File: config.mk
export PLATFORM = sky130hd
export DESIGN_NAME = clk_div_bank
export DESIGN_NICKNAME = d
export VERILOG_FILES = /design/src/rtl/clk_div_pkg.sv /design/src/rtl/clk_div_chan.sv /design/src/rtl/clk_div_bank.sv
export SDC_FILE = /design/constraint.sdc
export NUM_CORES = 1
export LEC_CHECK = 0
export CORE_MARGIN = 2
export CORE_UTILIZATION = 60
export CTS_BUF_LIST = sky130_fd_sc_hd__clkbuf_4
export CTS_CLUSTER_SIZE = 12
export DETAILED_ROUTE_END_ITERATION = 16
export PLACE_DENSITY_LB_ADDON = 0.3
export SLEW_MARGIN = 20
export SYNTH_ARGS = -nofsm -noshare
export SYNTH_HDL_FRONTEND = slang
export SYNTH_SLANG_ARGS = --single-unit
File: constraint.sdc
create_clock -name clk -period 7.01 [get_ports clk]
set_input_delay 1.7525 -clock clk [delete_from_list [all_inputs] [get_ports clk]]
set_output_delay 1.7525 -clock clk [all_outputs]
set_load 0.05 [all_outputs]
File: src/rtl/clk_div_pkg.sv
// Shared types and helpers for the clock-enable divider bank.
package clk_div_pkg;

  typedef enum logic {
    MODE_SQUARE = 1'b0,
    MODE_PULSE  = 1'b1
  } mode_e;

  localparam int unsigned MaxCw = 32;

  // Divisor is held at the widest legal width; channels use the low CW bits.
  typedef struct packed {
    logic [MaxCw-1:0] div;
    mode_e            mode;
  } chan_cfg_t;

  function automatic int unsigned ch_w(int unsigned n);
    return (n > 1) ? $clog2(n) : 1;
  endfunction

endpackage

File: src/rtl/clk_div_chan.sv
// One divider channel: counter, deferred-config register and registered outputs.
module clk_div_chan
  import clk_div_pkg::*;
#(
  parameter int unsigned CW = 16
) (
  input  logic          clk,
  input  logic          reset,
  input  logic          ena,
  input  logic          sync_all,
  input  logic          wr_en,
  input  logic [CW-1:0] wr_div,
  input  logic          wr_mode,
  output logic          div_out,
  output logic          tick,
  output logic          active,
  output logic          pending
);

  localparam logic [CW-1:0] One = CW'(1);

  chan_cfg_t     cur_q, cur_d, pend_q, pend_d;
  logic          pending_q, pending_d;
  logic [CW-1:0] cnt_q, cnt_d;
  logic [CW-1:0] div_cur, div_nxt;
  logic          div_out_q, div_out_d, tick_q, tick_d;
  logic          is_active, wrap, load;

  assign div_cur   = CW'(cur_q.div);
  assign is_active = (div_cur != '0);
  assign wrap      = is_active & ena & (cnt_q == div_cur - One);

  always_comb begin
    cur_d     = cur_q;
    pend_d    = pend_q;
    pending_d = pending_q;
    cnt_d     = cnt_q;
    load      = sync_all;

    if (sync_all || wrap) begin
      cnt_d = '0;
      if (pending_q) begin
        cur_d     = pend_q;
        pending_d = 1'b0;
      end
    end else if (is_active && ena) begin
      cnt_d = cnt_q + One;
    end

    // Evaluated after the boundary so a write on a wrap edge defers a full period.
    if (wr_en) begin
      if (!is_active) begin
        cur_d.div  = MaxCw'(wr_div);
        cur_d.mode = mode_e'(wr_mode);
        cnt_d      = '0;
        load       = 1'b1;
      end else begin
        pend_d.div  = MaxCw'(wr_div);
        pend_d.mode = mode_e'(wr_mode);
        pending_d   = 1'b1;
      end
    end

    div_nxt = CW'(cur_d.div);
    tick_d  = ena & (div_nxt != '0) & (cnt_d == div_nxt - One);

    if (div_nxt == '0) begin
      div_out_d = 1'b0;
    end else if (cur_d.mode == MODE_PULSE) begin
      div_out_d = tick_d;
    end else if (ena || load) begin
      div_out_d = (cnt_d < (div_nxt >> 1));
    end else begin
      div_out_d = div_out_q;
    end
  end

  always_ff @(posedge clk) begin
    if (reset) begin
      cur_q     <= '{div: '0, mode: MODE_SQUARE};
      pend_q    <= '{div: '0, mode: MODE_SQUARE};
      pending_q <= 1'b0;
      cnt_q     <= '0;
      div_out_q <= 1'b0;
      tick_q    <= 1'b0;
    end else begin
      cur_q     <= cur_d;
      pend_q    <= pend_d;
      pending_q <= pending_d;
      cnt_q     <= cnt_d;
      div_out_q <= div_out_d;
      tick_q    <= tick_d;
    end
  end

  assign div_out = div_out_q;
  assign tick    = tick_q;
  assign active  = is_active;
  assign pending = pending_q;

endmodule

File: src/rtl/clk_div_bank.sv
// Bank of NCH synchronous clock-enable dividers sharing one config write port.
module clk_div_bank
  import clk_div_pkg::*;
#(
  parameter int unsigned NCH = 4,
  parameter int unsigned CW  = 16
) (
  input  logic                  clk,
  input  logic                  reset,
  input  logic                  ena,
  input  logic                  sync_all,
  input  logic                  cfg_valid,
  output logic                  cfg_ready,
  input  logic [ch_w(NCH)-1:0]  cfg_ch,
  input  logic [CW-1:0]         cfg_div,
  input  logic                  cfg_mode,
  output logic [NCH-1:0]        div_out,
  output logic [NCH-1:0]        tick,
  output logic [NCH-1:0]        active
);

  localparam int unsigned ChW = ch_w(NCH);

  logic [NCH-1:0] pending;
  logic [NCH-1:0] wr_en;
  logic           sel_pending;
  logic           accept;

  // Out-of-range channel indices read as not pending, so they are accepted and dropped.
  always_comb begin
    sel_pending = 1'b0;
    for (int unsigned i = 0; i < NCH; i++) begin
      if (cfg_ch == ChW'(i)) sel_pending = pending[i];
    end
  end

  assign cfg_ready = ~reset & ~sel_pending;
  assign accept    = cfg_valid & cfg_ready;

  for (genvar g = 0; g < NCH; g++) begin : g_chan
    assign wr_en[g] = accept & (cfg_ch == ChW'(g));

    clk_div_chan #(
      .CW(CW)
    ) u_chan (
      .clk     (clk),
      .reset   (reset),
      .ena     (ena),
      .sync_all(sync_all),
      .wr_en   (wr_en[g]),
      .wr_div  (cfg_div),
      .wr_mode (cfg_mode),
      .div_out (div_out[g]),
      .tick    (tick[g]),
      .active  (active[g]),
      .pending (pending[g])
    );
  end

endmodule

==> results_dict.tcl, run 1 <==
set metrics [dict create \
    status "finished, final reports clean" \
    pre_cts_slack_ns 0.316 \
    synth_common_cells "288 x nor2_1, 212 x dfxtp_1, 201 x nand2_1, 121 x a21oi_1, 112 x clkbuf_1" \
    cts_made_buffers 60 \
    grt_usage_pct 37.8 \
    wl_mm 56.1 \
    async_flop_share_pct 0 \
    grt_pass1_vias 15800 \
    multi_input_area_um2 11600 \
    synth_top_area_cell "dfxtp_1" \
    ant_nets 0 \
    dr.pass1.iters 6 \
    worst-setup-path-type "reg -> reg" \
    yosys.area.top_type_share_pct 25.3 \
    htree_levels 2 \
    relSlewSlack_pct 25.1 \
    ys_ff_latch 212 \
    post_cts_buffers 0 \
    die_x_um 171 \
    synth.most_common_cell "nor2_1" \
    synthesis.nets 2304 \
    wire_per_inst_um 21.4 \
    worstReg2RegEnd "g_chan[2].u_chan.div_out" \
    worstSetupStartpoint "g_chan[2].u_chan.cur_q[1]" \
    worstSetupEndpointType "flip-flop" \
    post-dp-hpwl_mm 41.8 \
    grt_pass1_wl_mm 87.1 \
    hold_path.class "reg -> reg" \
    tightest_slew_ns 1.12 \
    skew_ns 0.0235 \
    initial_core_util_pct 60.6 \
    worstSetupStartpointType "flip-flop" \
    p_leak_nw 7.51 \
    synth_edf_count 0 \
    io_buffers 36 \
    p_per_area_nw_per_um2 191 \
    reg2reg_depth 20 \
    r2r-start "g_chan[2].u_chan.cur_q[1]" \
    clock.fmax_mhz 163 \
    arrival_ns 6.78 \
    ir_drop_uv 150 \
    netlist_area_um2 16700 \
    drv_slew 0 \
    via_count 17000 \
    post_cts_resized 0 \
    antenna_found_initial 2 \
    clock_path_buffers 3 \
    finalHoldViolations 0 \
    finalPower_mw 3.45 \
    rows 61 \
    min_period_over_period_pct 87.3 \
    crit_fanout 10 \
    tns_ns 0 \
    routabilityCongestion 1.02 \
    synthCells 2210 \
    tritoncts "done" \
    rsz0062_at_grt "false" \
    clk_pin_slew_ns 0.07 \
    clk_latency_ns 0.74 \
    setup_violations 0 \
    synth.yosys.seq_area_share_pct 25.3 \
    seqCellArea_um2 4240 \
    vias_per_cell 6.49 \
    r2r_setup_slack_ns 0.89 \
    synth_flop_cell "dfxtp_1" \
    clock_sinks 212 \
    postCtsHoldBufs 0 \
    fin_ws_ns 0.893 \
    grt.overflow.total 0 \
    grt_max_degree 95 \
    fin_crit_ns 6.12 \
    cp-endpoint "g_chan[2].u_chan.div_out" \
    ios 37 \
    die_y_um 171 \
    cap_violations 0 \
    synth_area_per_cell_um2 7.58 \
    dieArea_um2 29300 \
    ys.warnings.count 0 \
    core_area_um2 27600 \
    drc_errors 0 \
    synth_cell_types 104 \
    required_ns 7.68 \
    synthTopCellsByArea "dfxtp_1 25%, nor2_1 6.5%, xnor2_1 5.3%, ha_1 5.2%, nand2_1 4.5%" \
    root_buffer "clkbuf_4" \
    nFillCells 2547 \
    drt_iter0_drc 1757 \
    drive_gt1_share_pct 9.37 \
    area_delta_synth_final_pct 7.67 \
    layout.nets 2289 \
]
[flip-flops by register name, summed over array words and instances, names as in the netlist]
name                   cells
g_chan.u_chan.cur_q       68
g_chan.u_chan.pend_q      68
g_chan.u_chan.cnt_q       64
g_chan.u_chan.div_out      4
g_chan.u_chan.pending      4
g_chan.u_chan.tick         4
[critical path: stages, from the launching register on]
cell       delay, ns
dfxtp_1         0.36
inv_1           0.13
ha_1            0.21
or4b_1          0.61
nor4_1          0.61
mux2_2          0.41
o211ai_1        0.42
nand3_1         0.37
o21ai_4         0.48
mux2i_1         0.51
inv_1           0.17
ha_1            0.33
a21o_1          0.16
a21o_1          0.16
a21oi_1         0.14
nor2_1          0.05
a2111oi_0       0.53
nand2_1         0.10
nor2_1          0.11
o21ai_0         0.08
nand2_1         0.09
[layout make-up]
class,instances,area share [%]
multi-input combinational,1785,64.6
sequential,212,23.5
clock buffer,93,3.87
timing repair buffer,73,3.57
clock inverter,16,0.493
tap,378,2.62
antenna,2,0.0278
inverter,63,1.31
[stage by stage]
stage / std cells / hold slack [ns] / util, % / cell area (µm²)
floorplan: 2210 / 0.431 / - / 16700
global placement: 2510 / 0.442 / 62.3 / 17200
detailed placement: 2510 / 0.445 / 62.3 / 17200
CTS: 2619 / 0.454 / 65.2 / 18000
global route: 2621 / 0.480 / 65.2 / 18000
finish: 2622 / 0.453 / 65.2 / 18000
[cell usage in the layout, fill, tap and decap left out, types with 12 or more instances in the layout]
master	count
and2_1	21
and3_1	27
clkbuf_4	93
a21oi_1	120
nor3_1	105
a221oi_1	12
clkdlybuf4s50_1	35
nand3_1	80
nor2b_1	15
ha_1	70
a31oi_1	13
mux2_2	12
or2_2	17
clkinv_1	15
dfxtp_1	212
or3_1	36
o211a_1	13
nand2b_1	20
nor2_1	287
nand2_1	201
buf_4	36
xor2_1	85
o211ai_1	22
nor4_1	36
or4_1	18
mux2i_1	70
o21ai_0	62
nand4_1	55
a21o_1	40
xnor2_1	102
inv_1	61
a211oi_1	20
[cells by family after synthesis]
group / count (synthesis) / synth area share, %
simple gates: 990 / 29.7
compound gates: 452 / 19.2
flops: 212 / 25.3
buf+inv: 213 / 5.25
xor+xnor: 190 / 10.2
fa+ha+maj: 70 / 5.23
mux: 83 / 5.13
[per-layer routing]
metal / vias up / share of wire (%) / routed length, µm / global-route usage (%)
met5: - / 0 / 0 / 0
met4: 0 / 3.6 / 2000 / 13.6
met3: 164 / 7.9 / 4450 / 5.74
met2: 793 / 45 / 25500 / 61.2
met1: 8064 / 43 / 24200 / 51.0
li1: 8005 / - / - / -
[worst min path at each step]
stage / depth (start not counted) / start / to / slack (ns)
3_5_place_dp: 2 / g_chan[1].u_chan.pend_q[9] / g_chan[1].u_chan.pend_q[9] / 0.45
6_report: 2 / g_chan[1].u_chan.pend_q[9] / g_chan[1].u_chan.pend_q[9] / 0.45
2_1_floorplan: 2 / g_chan[1].u_chan.pend_q[5] / g_chan[1].u_chan.pend_q[5] / 0.43
5_1_grt: 2 / g_chan[1].u_chan.pend_q[2] / g_chan[1].u_chan.pend_q[2] / 0.48
4_1_cts: 2 / g_chan[1].u_chan.pend_q[5] / g_chan[1].u_chan.pend_q[5] / 0.45
3_3_place_gp: 2 / g_chan[1].u_chan.pend_q[5] / g_chan[1].u_chan.pend_q[5] / 0.44
[power by group]
part           leakage [nW]  switching, mW  internal [mW]  total [mW]
combinational          5.33          0.610          0.361       0.971
sequential             1.71         0.0437           1.23        1.28
clock                 0.470          0.566          0.634        1.20
Power figures use the tool's default switching activity.
==> run 2, diff against run 1 <==
Settings changed: CTS_CLUSTER_DIAMETER set to 40, MAX_ROUTING_LAYER set to met4.
==> run 2 against run 1 <==
  * Clock-buffer cell count is 52 lower
  * Non-clock buffer count is 3 higher
  * Global-route usage is 0.66 points higher
  * Routed wire length is 1.1% lower
  * Sequential power hardly changed
  * Total power is 2.3% lower
  * Clock power is 7% lower
  * Design area is 0.59% lower
  * Hold slack better by 0.010 ns
  * Register-to-register slack worse by 0.04 ns
  * Critical path depth stayed put
  * First-iteration DRC count is 12% lower
==> results_dict.tcl, run 2 (synthesized netlist as in run 1, its figures left out) <==
set metrics [dict create \
    post-dp-hpwl_mm 41.9 \
    required_ns 7.66 \
    clock_path_buffers 3 \
    htree_levels 2 \
    grt.overflow.total 0 \
    arrival_ns 6.81 \
    postCtsHoldBufs 0 \
    setup_violations 0 \
    grt_max_degree 97 \
    rsz0062_at_grt "false" \
    core_area_um2 27600 \
    fin_ws_ns 0.851 \
    post_cts_resized 0 \
    ir_drop_uv 186 \
    wl_mm 55.5 \
    fin_util_pct 64.9 \
    crit_fanout 10 \
    ios 37 \
    post_cts_buffers 0 \
    drive_gt1_share_pct 8.34 \
    die_x_um 171 \
    grt_usage_pct 38.4 \
    ant_nets 0 \
    p_per_area_nw_per_um2 188 \
    dieArea_um2 29300 \
    pre_cts_slack_ns 0.455 \
    die_y_um 171 \
    clock.fmax_mhz 162 \
    clk_pin_slew_ns 0.11 \
    grt_pass1_vias 15600 \
    via_count 17000 \
    final_cell_mix "286 x nor2_1, 212 x dfxtp_1, 201 x nand2_1, 120 x a21oi_1, 105 x nor3_1" \
    initial_core_util_pct 60.6 \
    grt_pass1_wl_mm 85.8 \
    tns_ns 0 \
    holdWs_ns 0.463 \
    hold_path.class "reg -> reg" \
    min_period_over_period_pct 87.9 \
    vias_per_cell 6.57 \
    layout_commonest_cell "nor2_1" \
    worstSetupStartpointType "flip-flop" \
    rows 61 \
    relSlewSlack_pct 30.6 \
    drt_iter0_drc 1552 \
    top_regs "g_chan.u_chan.cur_q: 68 flops, g_chan.u_chan.pend_q: 68 flops, g_chan.u_chan.cnt_q: 64 flops" \
    root_buffer "clkbuf_4" \
    drv_slew 0 \
    antenna_found_initial 2 \
    area_delta_synth_final_pct 7.03 \
    dr.pass1.iters 5 \
    layout.nets 2270 \
    fin_crit_ns 6.16 \
    status "finished, final reports clean" \
    wire_per_inst_um 21.5 \
    cap_violations 0 \
    worst-setup-path-type "reg -> reg" \
    clock_sinks 212 \
    p_leak_nw 7.41 \
    drc_errors 0 \
    worstSetupEndpointType "flip-flop" \
    routabilityCongestion 1.06 \
    cts_made_buffers 38 \
    skew_ns 0.0590 \
    io_buffers 36 \
    tritoncts "done" \
    finalHoldViolations 0 \
    clk_latency_ns 0.71 \
    tightest_slew_ns 1.04 \
]
run 2: changes by cell type in the layout (fill, tap and decap cells not counted), sizes merged:
cell | before | now
bufinv | 1 | 6
inv | 61 | 67
clkinv | 17 | 15
buf | 38 | 41
clkinvlp | 0 | 4
clkbuf | 93 | 41
run 2: metrics by stage:
stage | cells | total power [mW] | area, µm²
after floorplan | 2210 | 2.00 | 16700
after global placement | 2514 | 2.24 | 17300
after detailed placement | 2514 | 2.25 | 17300
after CTS | 2584 | 3.36 | 17900
after global routing | 2586 | 3.51 | 17900
final | 2586 | 3.37 | 17900
run 2: layer usage:
layer	share of wire [%]	wire [µm]	vias to the layer above	GRT usage (%)
li1	-	-	7949	-
met1	42	23200	8067	49.7
met2	46	25500	813	62.0
met3	8.7	4810	152	5.18
met4	3.5	1920	0	13.0
met5	0	0	-	-
run 2: path summary, 6_finish.rpt:
kind / start / end / slack (ns) / depth (start not counted)
setup reg to reg: g_chan[2].u_chan.cur_q[2] / g_chan[2].u_chan.div_out / 0.85 / 20
hold / removal: g_chan[1].u_chan.pend_q[9] / g_chan[1].u_chan.pend_q[9] / 0.46 / 2
setup / recovery: g_chan[2].u_chan.cur_q[2] / g_chan[2].u_chan.div_out / 0.85 / 20
hold reg to reg: g_chan[1].u_chan.pend_q[9] / g_chan[1].u_chan.pend_q[9] / 0.46 / 2
run 2: layout make-up:
type	count	area, µm²
Multi-Input combinational cell	1785	11600
Fill cell	2533	9710
Sequential cell	212	4240
Timing Repair Buffer	76	674
Tap cell	378	473
Clock inverter	29	347
Clock buffer	41	308
Inverter	63	236
Antenna cell	2	5.00
run 2: report_power, final:
group          total (mW)  switching [mW]  internal [mW]
sequential           1.28          0.0443           1.23
combinational       0.969           0.608          0.361
clock                1.12           0.582          0.541
total                3.37            1.23           2.13
run 2: worst max-delay path, stage by stage (launching register included):
cell and delay, ns:
dfxtp_1 0.35, inv_1 0.12, ha_1 0.21, or4b_1 0.62
nor4_1 0.76, mux2_2 0.41, o211ai_1 0.49, nand3_1 0.37
o21ai_4 0.43, mux2i_1 0.48, inv_1 0.15, ha_1 0.33
a21o_1 0.17, a21o_1 0.17, a21oi_1 0.17, nor2_1 0.07
a2111oi_0 0.37, nand2_1 0.09, nor2_1 0.14, o21ai_0 0.09
nand2_1 0.08
==> run 3, diff against run 2 <==
Settings changed: HOLD_SLACK_MARGIN set to 0.05.
Clock period 7.01 ns to 7.75 ns, I/O delays scaled along.
==> run 3 against run 2 <==
  * Maximum frequency down 4.3%
  * Largest power group unchanged
  * Non-clock buffer count shrank 10
  * Critical endpoint unchanged
  * Clock power down 19%
  * Total power down 13%
  * Routed wire length is 0.33% lower
  * Flip-flop and latch count unchanged
  * Clock-buffer cell count increased by 3
  * Sequential share of layout area grew 0.24 points
  * Clock skew decreased by 0.015 ns
  * Via count decreased by 1.4%
  * Sequential power fell by 10%
  * Core utilization decreased by 0.64 points
==> results_dict.tcl, run 3 (synthesized netlist as in run 1, its figures left out) <==
set metrics [dict create \
    grt_pass1_vias 15400 \
    hold_path.class "reg -> reg" \
    initial_core_util_pct 60.6 \
    holdWs_ns 0.460 \
    fin_util_pct 64.2 \
    htree_levels 2 \
    routabilityCongestion 1.00 \
    min_period_over_period_pct 83.0 \
    layout.cells.non_filler 2574 \
    layout.nets 2260 \
    post-dp-hpwl_mm 41.7 \
    hold_start "g_chan[1].u_chan.pend_q[9]" \
    ios 37 \
    drt_iter0_drc 1872 \
    clock_sinks 212 \
    min_delay_path_depth 2 \
    clock_path_buffers 3 \
    clk_pin_slew_ns 0.11 \
    ir_drop_uv 114 \
    relSlewSlack_pct 27.3 \
    post_cts_resized 0 \
    drive_gt1_share_pct 7.70 \
    post_cts_buffers 0 \
    grt.overflow.total 0 \
    postCtsHoldBufs 0 \
    tightest_slew_ns 1.09 \
    io_buffers 36 \
    area_delta_synth_final_pct 5.97 \
    final_cell_mix "287 x nor2_1, 212 x dfxtp_1, 201 x nand2_1, 120 x a21oi_1, 105 x nor3_1" \
    finalPower_mw 2.94 \
    r2r-start "g_chan[2].u_chan.cur_q[1]" \
    drc_errors 0 \
    tritoncts "done" \
    tns_ns 0 \
    grt_pass1_wl_mm 85.6 \
    place_inst 2504 \
    via_count 16700 \
    finalHoldViolations 0 \
    crit_fanout 10 \
    worstReg2RegEnd "g_chan[2].u_chan.div_out" \
    fin_crit_ns 6.44 \
    grt_max_degree 96 \
    layout_commonest_cell "nor2_1" \
    p_per_area_nw_per_um2 166 \
    fin_ws_ns 1.31 \
    dieArea_um2 29300 \
    ant_nets 0 \
    reg2reg_depth 20 \
    status "finished, final reports clean" \
    core_area_um2 27600 \
    worst-setup-path-type "reg -> reg" \
    holdPathEnd "g_chan[1].u_chan.pend_q[9]" \
    skew_ns 0.0439 \
    setup_violations 0 \
    cap_violations 0 \
    grt_usage_pct 38.5 \
    die_x_um 171 \
    root_buffer "clkbuf_4" \
    wire_per_inst_um 21.5 \
    required_ns 8.37 \
    rows 61 \
    placed_area_um2 17200 \
    die_y_um 171 \
    dr.pass1.iters 6 \
    worstSetupStartpointType "flip-flop" \
    vias_per_cell 6.51 \
    wl_mm 55.3 \
    worstSetupEndpointType "flip-flop" \
    clock.fmax_mhz 155 \
    worstSetupStartpoint "g_chan[2].u_chan.cur_q[1]" \
    arrival_ns 7.05 \
    r2r_setup_slack_ns 1.31 \
    cts_made_buffers 38 \
    antenna_found_initial 2 \
    fin_area_um2 17700 \
    pre_cts_slack_ns 0.995 \
    p_leak_nw 7.31 \
    top_regs "g_chan.u_chan.cur_q: 68 flops, g_chan.u_chan.pend_q: 68 flops, g_chan.u_chan.cnt_q: 64 flops" \
    clk_latency_ns 0.70 \
    drv_slew 0 \
    rsz0062_at_grt "false" \
]
-- run 3: cell types whose count changed in the layout (fill, tap and decap cells not counted) --
cell       change
clkbuf_4       +3
clkinv_2       -2
nor2_1         +1
clkinv_1       +2
buf_4          -9
buf_12         -1
nor2_2         -1
clkinv_4       -2
bufinv_16      -3
-- run 3: per-layer routing --
metal	part of all wire (%)	global-route usage [%]	vias up
li1	-	-	7920
met1	42	49.6	7846
met2	45	59.9	830
met3	8.8	6.22	152
met4	4.5	16.0	0
met5	0	-	-
-- run 3: worst max-delay path: stages, from the launching register on --
cell       delay (ns)
dfxtp_1          0.35
inv_1            0.10
ha_1             0.21
or4b_1           0.64
nor4_1           0.72
mux2_2           0.42
o211ai_1         0.56
nand3_1          0.48
o21ai_4          0.51
mux2i_1          0.51
inv_1            0.16
ha_1             0.33
a21o_1           0.17
a21o_1           0.17
a21oi_1          0.19
nor2_1           0.06
a2111oi_0        0.39
nand2_1          0.11
nor2_1           0.12
o21ai_0          0.08
nand2_1          0.08
-- run 3: final cells by class --
class | count | area (µm²)
Clock inverter | 24 | 236
Clock buffer | 44 | 330
Inverter | 63 | 236
Timing Repair Buffer | 66 | 587
Tap cell | 378 | 473
Multi-Input combinational cell | 1785 | 11600
Fill cell | 2563 | 9890
Sequential cell | 212 | 4240
Antenna cell | 2 | 5.00
-- run 3: power breakdown --
part / internal, mW / leakage (nW) / total, mW / switching (mW)
registers: 1.11 / 1.71 / 1.15 / 0.0399
clock network: 0.399 / 0.305 / 0.908 / 0.509
logic: 0.323 / 5.30 / 0.879 / 0.557
-- run 3: worst max-delay path by stage --
stage	to	slack, ns	cells after the start
2_1_floorplan	g_chan[3].u_chan.div_out	1.91	17
3_3_place_gp	g_chan[0].u_chan.div_out	1.11	18
3_5_place_dp	g_chan[3].u_chan.div_out	1.0	18
4_1_cts	g_chan[2].u_chan.div_out	1.46	20
5_1_grt	g_chan[2].u_chan.div_out	0.88	20
6_report	g_chan[2].u_chan.div_out	1.31	20
